`src/rtl/servant_sleep_pkg.sv`:
```
// Shared types and constants for the servant sleep/wakeup controller.
package servant_sleep_pkg;

   typedef enum logic [1:0] {
      StRun   = 2'd0,
      StDrain = 2'd1,
      StSleep = 2'd2,
      StWake  = 2'd3
   } state_e;

   localparam logic [1:0] ADR_MASK   = 2'd0;
   localparam logic [1:0] ADR_TIMER  = 2'd1;
   localparam logic [1:0] ADR_STATUS = 2'd2;

   localparam int unsigned TIMER_BIT  = 31;
   localparam int unsigned REFUSE_BIT = 30;

endpackage

```
`src/rtl/servant_sleep_regs.sv`:
```
// Wishbone register file: MASK, TIMER and write-1-to-clear STATUS.
module servant_sleep_regs
   import servant_sleep_pkg::*;
#(
   parameter int unsigned IRQ_W   = 4,
   parameter int unsigned TIMER_W = 32
) (
   input  logic               i_clk,
   input  logic               i_rst,
   input  logic [1:0]         i_wb_adr,
   input  logic [31:0]        i_wb_dat,
   input  logic               i_wb_we,
   input  logic               i_wb_cyc,
   input  logic               i_wb_stb,
   output logic [31:0]        o_wb_rdt,
   output logic               o_wb_ack,
   input  logic [IRQ_W-1:0]   i_set_irq,
   input  logic               i_set_timer,
   input  logic               i_set_refuse,
   output logic [IRQ_W-1:0]   o_mask,
   output logic [TIMER_W-1:0] o_timer
);

   logic               ack_q;
   logic [31:0]        rdt_q;
   logic [IRQ_W-1:0]   mask_q;
   logic [TIMER_W-1:0] timer_q;
   logic [IRQ_W-1:0]   st_irq_q, st_irq_d;
   logic               st_tmr_q, st_tmr_d;
   logic               st_ref_q, st_ref_d;
   logic               req;
   logic [31:0]        clr;
   logic [31:0]        rdata;

   always_comb begin
      req = i_wb_cyc & i_wb_stb & ~ack_q;
      clr = '0;
      if (req && i_wb_we && (i_wb_adr == ADR_STATUS)) clr = i_wb_dat;
      // Hardware set is OR-ed in after the clear so it wins on a collision.
      st_irq_d = (st_irq_q & ~clr[IRQ_W-1:0]) | i_set_irq;
      st_tmr_d = (st_tmr_q & ~clr[TIMER_BIT]) | i_set_timer;
      st_ref_d = (st_ref_q & ~clr[REFUSE_BIT]) | i_set_refuse;
   end

   always_comb begin
      rdata = '0;
      case (i_wb_adr)
         ADR_MASK:   rdata[IRQ_W-1:0] = mask_q;
         ADR_TIMER:  rdata[TIMER_W-1:0] = timer_q;
         ADR_STATUS: begin
            rdata[IRQ_W-1:0]  = st_irq_q;
            rdata[TIMER_BIT]  = st_tmr_q;
            rdata[REFUSE_BIT] = st_ref_q;
         end
         default: rdata = '0;
      endcase
   end

   always_ff @(posedge i_clk or posedge i_rst) begin
      if (i_rst) begin
         ack_q    <= 1'b0;
         rdt_q    <= '0;
         mask_q   <= '0;
         timer_q  <= '0;
         st_irq_q <= '0;
         st_tmr_q <= 1'b0;
         st_ref_q <= 1'b0;
      end else begin
         ack_q    <= req;
         rdt_q    <= req ? rdata : '0;
         st_irq_q <= st_irq_d;
         st_tmr_q <= st_tmr_d;
         st_ref_q <= st_ref_d;
         if (req && i_wb_we && (i_wb_adr == ADR_MASK))  mask_q  <= i_wb_dat[IRQ_W-1:0];
         if (req && i_wb_we && (i_wb_adr == ADR_TIMER)) timer_q <= i_wb_dat[TIMER_W-1:0];
      end
   end

   assign o_wb_ack = ack_q;
   assign o_wb_rdt = rdt_q;
   assign o_mask   = mask_q;
   assign o_timer  = timer_q;

endmodule

```
`src/rtl/servant_sleep_ctrl.sv`:
```
// Always-on sleep controller: drains the bus, gates the core clock, wakes on irq or timer.
module servant_sleep_ctrl
   import servant_sleep_pkg::*;
#(
   parameter int unsigned IRQ_W         = 4,
   parameter int unsigned TIMER_W       = 32,
   parameter int unsigned SETTLE_CYCLES = 4
) (
   input  logic             i_clk,
   input  logic             i_rst,
   input  logic             i_sleep_req,
   input  logic             i_bus_busy,
   input  logic [IRQ_W-1:0] i_irq,
   input  logic [1:0]       i_wb_adr,
   input  logic [31:0]      i_wb_dat,
   input  logic             i_wb_we,
   input  logic             i_wb_cyc,
   input  logic             i_wb_stb,
   output logic [31:0]      o_wb_rdt,
   output logic             o_wb_ack,
   output logic             o_clk_en,
   output logic             o_wakeup,
   output logic [1:0]       o_state
);

   localparam int unsigned SETTLE_W = $clog2(SETTLE_CYCLES + 1);

   state_e               state_q, state_d;
   logic [TIMER_W-1:0]   cnt_q, cnt_d;
   logic [SETTLE_W-1:0]  settle_q, settle_d;
   logic                 clk_en_q, clk_en_d;
   logic                 wakeup_q, wakeup_d;
   logic [IRQ_W-1:0]     mask;
   logic [TIMER_W-1:0]   timer;
   logic [IRQ_W-1:0]     pend;
   logic                 expire;
   logic [IRQ_W-1:0]     set_irq;
   logic                 set_timer;
   logic                 set_refuse;

   servant_sleep_regs #(
      .IRQ_W   (IRQ_W),
      .TIMER_W (TIMER_W)
   ) u_regs (
      .i_clk        (i_clk),
      .i_rst        (i_rst),
      .i_wb_adr     (i_wb_adr),
      .i_wb_dat     (i_wb_dat),
      .i_wb_we      (i_wb_we),
      .i_wb_cyc     (i_wb_cyc),
      .i_wb_stb     (i_wb_stb),
      .o_wb_rdt     (o_wb_rdt),
      .o_wb_ack     (o_wb_ack),
      .i_set_irq    (set_irq),
      .i_set_timer  (set_timer),
      .i_set_refuse (set_refuse),
      .o_mask       (mask),
      .o_timer      (timer)
   );

   always_comb begin
      state_d    = state_q;
      cnt_d      = cnt_q;
      settle_d   = settle_q;
      clk_en_d   = clk_en_q;
      wakeup_d   = 1'b0;
      set_irq    = '0;
      set_timer  = 1'b0;
      set_refuse = 1'b0;
      pend       = i_irq & mask;
      // cnt is zero only when the timer was disabled at sleep entry.
      expire     = (cnt_q == TIMER_W'(1));
      unique case (state_q)
         StRun: begin
            if (i_sleep_req) begin
               if (|pend) begin
                  set_irq = pend;
               end else if ((mask == '0) && (timer == '0)) begin
                  set_refuse = 1'b1;
               end else begin
                  state_d = StDrain;
               end
            end
         end
         StDrain: begin
            if (!i_bus_busy) begin
               clk_en_d = 1'b0;
               cnt_d    = timer;
               state_d  = StSleep;
            end
         end
         StSleep: begin
            if (cnt_q != '0) cnt_d = cnt_q - 1'b1;
            if (expire || (|pend)) begin
               set_irq   = pend;
               set_timer = expire;
               settle_d  = SETTLE_W'(SETTLE_CYCLES);
               state_d   = StWake;
            end
         end
         StWake: begin
            if (settle_q == SETTLE_W'(1)) begin
               clk_en_d = 1'b1;
               wakeup_d = 1'b1;
               state_d  = StRun;
            end else begin
               settle_d = settle_q - 1'b1;
            end
         end
         default: state_d = StRun;
      endcase
   end

   always_ff @(posedge i_clk or posedge i_rst) begin
      if (i_rst) begin
         state_q  <= StRun;
         cnt_q    <= '0;
         settle_q <= '0;
         clk_en_q <= 1'b1;
         wakeup_q <= 1'b0;
      end else begin
         state_q  <= state_d;
         cnt_q    <= cnt_d;
         settle_q <= settle_d;
         clk_en_q <= clk_en_d;
         wakeup_q <= wakeup_d;
      end
   end

   assign o_clk_en = clk_en_q;
   assign o_wakeup = wakeup_q;
   assign o_state  = state_q;

endmodule
```
`config.mk`:
```
export PLATFORM = sky130hd
export DESIGN_NAME = servant_sleep_ctrl
export DESIGN_NICKNAME = d
export VERILOG_FILES = /design/src/rtl/servant_sleep_pkg.sv /design/src/rtl/servant_sleep_regs.sv /design/src/rtl/servant_sleep_ctrl.sv
export SDC_FILE = /design/constraint.sdc
export NUM_CORES = 1
export LEC_CHECK = 0
export CAP_MARGIN = 10
export CORE_MARGIN = 3
export CORE_UTILIZATION = 54
export DETAILED_ROUTE_END_ITERATION = 12
export GPL_TIMING_DRIVEN = 0
export PLACE_DENSITY = 0.78
export SLEW_MARGIN = 0
export SYNTH_ARGS = -nofsm -noshare
export SYNTH_HDL_FRONTEND = slang
export SYNTH_SLANG_ARGS = --single-unit
```
`constraint.sdc`:
```
create_clock -name i_clk -period 4.5 [get_ports i_clk]
set_input_delay 1.125 -clock i_clk [delete_from_list [all_inputs] [get_ports i_clk]]
set_output_delay 1.125 -clock i_clk [all_outputs]
set_load 0.02 [all_outputs]
```
## Word level (Yosys, flattened, before mapping)

Index checks and enable logic that the tools add are counted.

- Add/subtract/negate cells: 2
- Equal/unequal tests: 15
- Multiplexer cells: 33
- Bitwise operators: 13
- Reduce and logical (&&, ||, !) cells: 19

Operator list:

| kind | number |
|---|---|
| $mux W32 | 4 |
| $pmux W32 S2 | 1 |
| $eq A32 B1 Y1 const B | 1 |
| $logic_not A32 Y1 | 1 |
| $reduce_bool A32 Y1 | 1 |
| $sub A32 B1 Y32 const B | 1 |
| $mux W26 | 1 |
| $ne A2 B2 Y1 const B | 8 |
| $mux W2 | 6 |
| $mux W4 | 3 |
| $pmux W4 S3 | 1 |
| $mux W1 | 10 |
| $reduce_and A3 Y1 | 3 |
| $and A4 B4 Y4 | 2 |
| $pmux W2 S4 | 1 |
| $pmux W4 S2 | 1 |
| $eq A2 B2 Y1 const B | 3 |
| $mux W3 | 2 |
| $pmux W3 S2 | 1 |
| $reduce_and A6 Y1 | 1 |
| $reduce_bool A2 Y1 | 3 |
| $logic_and A1 B1 Y1 | 5 |
| $and A1 B1 Y1 | 4 |
| $eq A2 B1 Y1 const B | 2 |
| 12 further kinds | 16 |

- Register bits after elaboration: 114
- Bits of input ports: 45
- Output and inout bits: 37
- Word-level logic and storage cells: 94

## Depth between registers and ports, before layout

- Depth after elaboration: 8
- Mapped depth: 8
- Gate-level depth less buffers: 7

## By module

Synthesis repeated with hierarchy kept, for this count alone.

- Cells, all modules: 536
- Area, all modules: 5864.4 um2

By module, submodules not included:

| module | times used | cells each | area each (um2) |
|---|---|---|---|
| servant_sleep_ctrl | 1 | 352 | 2939.1 |
| servant_sleep_regs | 1 | 184 | 2925.3 |

## Worst setup path before layout

Ideal clock, no wire load.

- Path kind: register to register
- From: register cnt_q[8]
- To: register state_q[1], in the netlist o_state[1]
- Arrival time: 2440 ps
- Required time: 4375 ps
- Path slack: 1935 ps
- Stages on the path, launching flop included: 7
- Buffers on the path: 0
- Period minus slack after synthesis: 2565 ps
- Path through: dfrtp_1 -> or4_4 -> or4_4 -> nor4_4 -> nor2_2 -> a211o_1 -> mux2_4

- Cells in the longest elaborated chain, start to end: 4

Ends and longest elaborated chain:

| element | line | source |
|---|---|---|
| start, declared | servant_sleep_ctrl.sv:29 | `logic [TIMER_W-1:0] cnt_q, cnt_d;` |
| start signal, assigned | servant_sleep_ctrl.sv:123 | `cnt_q <= cnt_d;` |
| $eq A32 B1 Y1 | servant_sleep_ctrl.sv:72 | `expire = (cnt_q == TIMER_W'(1));` |
| $logic_or A1 B1 Y1 | servant_sleep_ctrl.sv:94 | `if (expire \|\| (\|pend)) begin` |
| $ne A2 B2 Y1 (no line) | n/a |  |
| $reduce_and A6 Y1 (no line) | n/a |  |
| end signal, assigned | servant_sleep_ctrl.sv:116 | `state_q <= StRun;` |
| end signal, assigned | servant_sleep_ctrl.sv:122 | `state_q <= state_d;` |
| end, declared | servant_sleep_ctrl.sv:28 | `state_e state_q, state_d;` |

No other way between the ends.
A chain may end at the register's enable or synchronous reset.

## Worst setup path after layout

- From: register cnt_q[3]
- To: register cnt_q[12]

- Cells in the longest elaborated chain, start to end: 3

Ends and longest elaborated chain:

| element | line | source |
|---|---|---|
| $sub A32 B1 Y32 / $reduce_bool A32 Y1 (equally long branches) | servant_sleep_ctrl.sv:93 | `if (cnt_q != '0) cnt_d = cnt_q - 1'b1;` |
| $mux W32 / $ne A2 B2 Y1 (equally long branches) | n/a |  |
| $pmux W32 S2 / $reduce_and A3 Y1 (equally long branches) | n/a |  |

Parallel ways exist; a longest one is shown, timed or not. The select of a mux whose other input is x is not followed.

==> out/qor.csv <==
metric,value,unit
outcome,completed,
slowest_delay,0.90,ns
synth.area.top_cells,"dfrtp_1 (53%), mux2_2 (7.6%), and3_1 (3.7%)",
die_w,106,um
cp_data_required_time,4.88,ns
clock.fmax,330,MHz
cts_setup_buffers,0,
pre_cts_slack,1.07,ns
critPathMaxFanout,8,
antenna_found_initial,0,
drc,0,
hpwl,10800,um
synthFlopType,dfrtp_1,
finalNetCount,670,
final.period_utilization,0.674,
clock_sinks,114,
nFillCells,672,
start_kind,register,
synth-edff-count,0,
insertion_delay,0.52,ns
ys_seq_elements,114,
ant_nets,0,
maxSlewViolCount,0,
port_buffers,81,
yosys.area.top_type,dfrtp_1,
die_h,106,um
peakVddDrop,459,uV
netlist_instances,512,
num_rows,35,
cts_root_buf,clkbuf_8,
synth.most_common_cell,dfrtp_1,
grt_max_degree,61,
dr.first_iter.drc_count,470,
avgSynthCellArea,10.5,um^2
grt_pass1_wl,25600,um
tightest_slew,1.03,ns
cts_max_path_buffers,2,
clk_pin_slew,0.05,ns
synth.distinct_cells,56,
cts-htree-levels,4,
cts_resized,0,
hold_viol_final,0,
syn_area,5370,um^2
avgViaCountPerCell,6.29,
p_leak,3.07,nW
mappedNetlistNets,569,
setup.worst_path.class,register to register,
drtPass1Iterations,5,
worstSetupEndpointType,register,
cts_tree,yes,
min_period,3.03,ns
place.gp.congestion,0.932,
ys_async_sr_fraction,1.00,
synthTopCellsByCount,"dfrtp_1 (113), nand2_1 (38), mux2_2 (36)",
yosys.area.top_type_share,0.527,
hold_slack,0.499,ns
grt_pass1_vias,4858,
finClkSkew,0.0107,ns
setup_viol,0,
yosysSeqAreaShare,0.532,
ctsHoldBuffers,0,
slew_headroom,0.309,
core_area,9460,um^2
area_growth,30.6,%
hp-class,register to register,
grtUsageTotal,0.295,
routedWlPerCell,20.9,um
drive_above_1_share,0.130,
drv_cap,0,
pwr_density_cell,655,nW/um^2
overflow,0,
cp_common_cell,o21ai_0,
dieArea,11200,um^2
crit_arrival,3.42,ns
cp_slowest_cell,nor4_1,
fin_ws,1.47,ns
initial_core_util,0.567,
ys_warn_count,0,
num_vias,4740,
io_pins,82,
crit_chain,nor4_1 -> nand2_1 -> or3_1 -> clkbuf_1 -> o31a_1 -> o21ai_0 -> o21ai_0,
wirelength,15700,um
numCtsBuffers,17,
antenna_cells,0,
rsz0062_at_grt,no,
==> metrics by stage <==
stage	power, mW	utilization	instance area, um^2	TNS [ns]	std cells
global route	4.83	0.741	7010	0	754
global placement	3.02	0.670	6340	-128.08	722
CTS	4.56	0.741	7010	0	754
detailed placement	3.09	0.673	6370	0	723
finish	4.59	0.741	7010	0	754
floorplan	2.56	-	5370	0	512
==> routing by layer <==
metal	share of wire	wire length (um)	track usage	up-vias
li1	-	-	-	2092
met1	0.40	6320	0.376	2341
met2	0.49	7740	0.480	270
met3	0.081	1270	0.0778	37
met4	0.026	412	0.121	0
met5	0	0	0	-
==> path summary, 6_finish.rpt <==
kind	endpoint	from	cells after the start	slack [ns]
max	cnt_q[12]	cnt_q[3]	7	1.47
min	u_regs.st_irq_q[0]	u_regs.st_irq_q[0]	2	0.50
max reg2reg	cnt_q[12]	cnt_q[3]	7	1.47
min reg2reg	u_regs.st_irq_q[0]	u_regs.st_irq_q[0]	2	0.50
max in group asynchronous	cnt_q[26]	i_rst	3	2.69
min in group asynchronous	u_regs.o_wb_rdt[7]	i_rst	2	1.09
==> registers in the layout, indices dropped and copies added, names as in the netlist <==
signal and flops:
cnt_q 32, u_regs.o_timer 32, u_regs.o_wb_rdt 32, u_regs.o_mask 4, u_regs.st_irq_q 4, settle_q 3
o_state 2, o_clk_en 1, o_wakeup 1, u_regs.o_wb_ack 1, u_regs.st_ref_q 1, u_regs.st_tmr_q 1
==> worst max-delay path, delay by kind of cell, from the launching register on <==
kind,cells,cell delay [ns]
compound gates,3,0.62
flops,1,0.42
buf+inv,1,0.19
simple gates,3,1.68
==> cell usage in the layout (no fill, tap or decap), types with 5 or more instances in the layout <==
master           instances
a31oi_1                  6
o21ai_0                 31
nor3_1                  14
nor4_1                  19
clkbuf_1                19
mux2_2                  36
clkdlybuf4s50_1         81
o22ai_1                  6
clkbuf_16               16
bufinv_16                5
ha_1                    12
nand3_1                 11
inv_1                   13
a21oi_1                 32
o211ai_1                 5
and3_1                  32
buf_1                    5
o21ai_1                 14
dfrtp_1                113
a2bb2oi_1                6
nand2_1                 38
buf_2                    5
nor2_1                  29
==> layout make-up <==
cell class	instances	area [um^2]	share of cell area
sequential	114	2850	0.407
multi-input combinational	356	2350	0.335
timing repair buffer	82	838	0.120
clock buffer	21	459	0.0655
clock inverter	10	180	0.0257
tap	129	161	0.0230
buffer	28	111	0.0159
inverter	14	55.1	0.00785
==> report_power, final <==
group | switching (mW) | total, mW | internal [mW]
Sequential | 0.318 | 1.62 | 1.30
Combinational | 0.915 | 1.52 | 0.605
Clock | 0.458 | 1.45 | 0.992
Total | 1.69 | 4.59 | 2.90
==> cell families after synthesis <==
group / synth area share
adders and majority gates: 0.0280
AOI/OAI and AO/OA: 0.146
and+or+nand+nor: 0.178
buffers and inverters: 0.0305
DFF: 0.532
muxes: 0.0858
(Power assumes the default switching activity.)
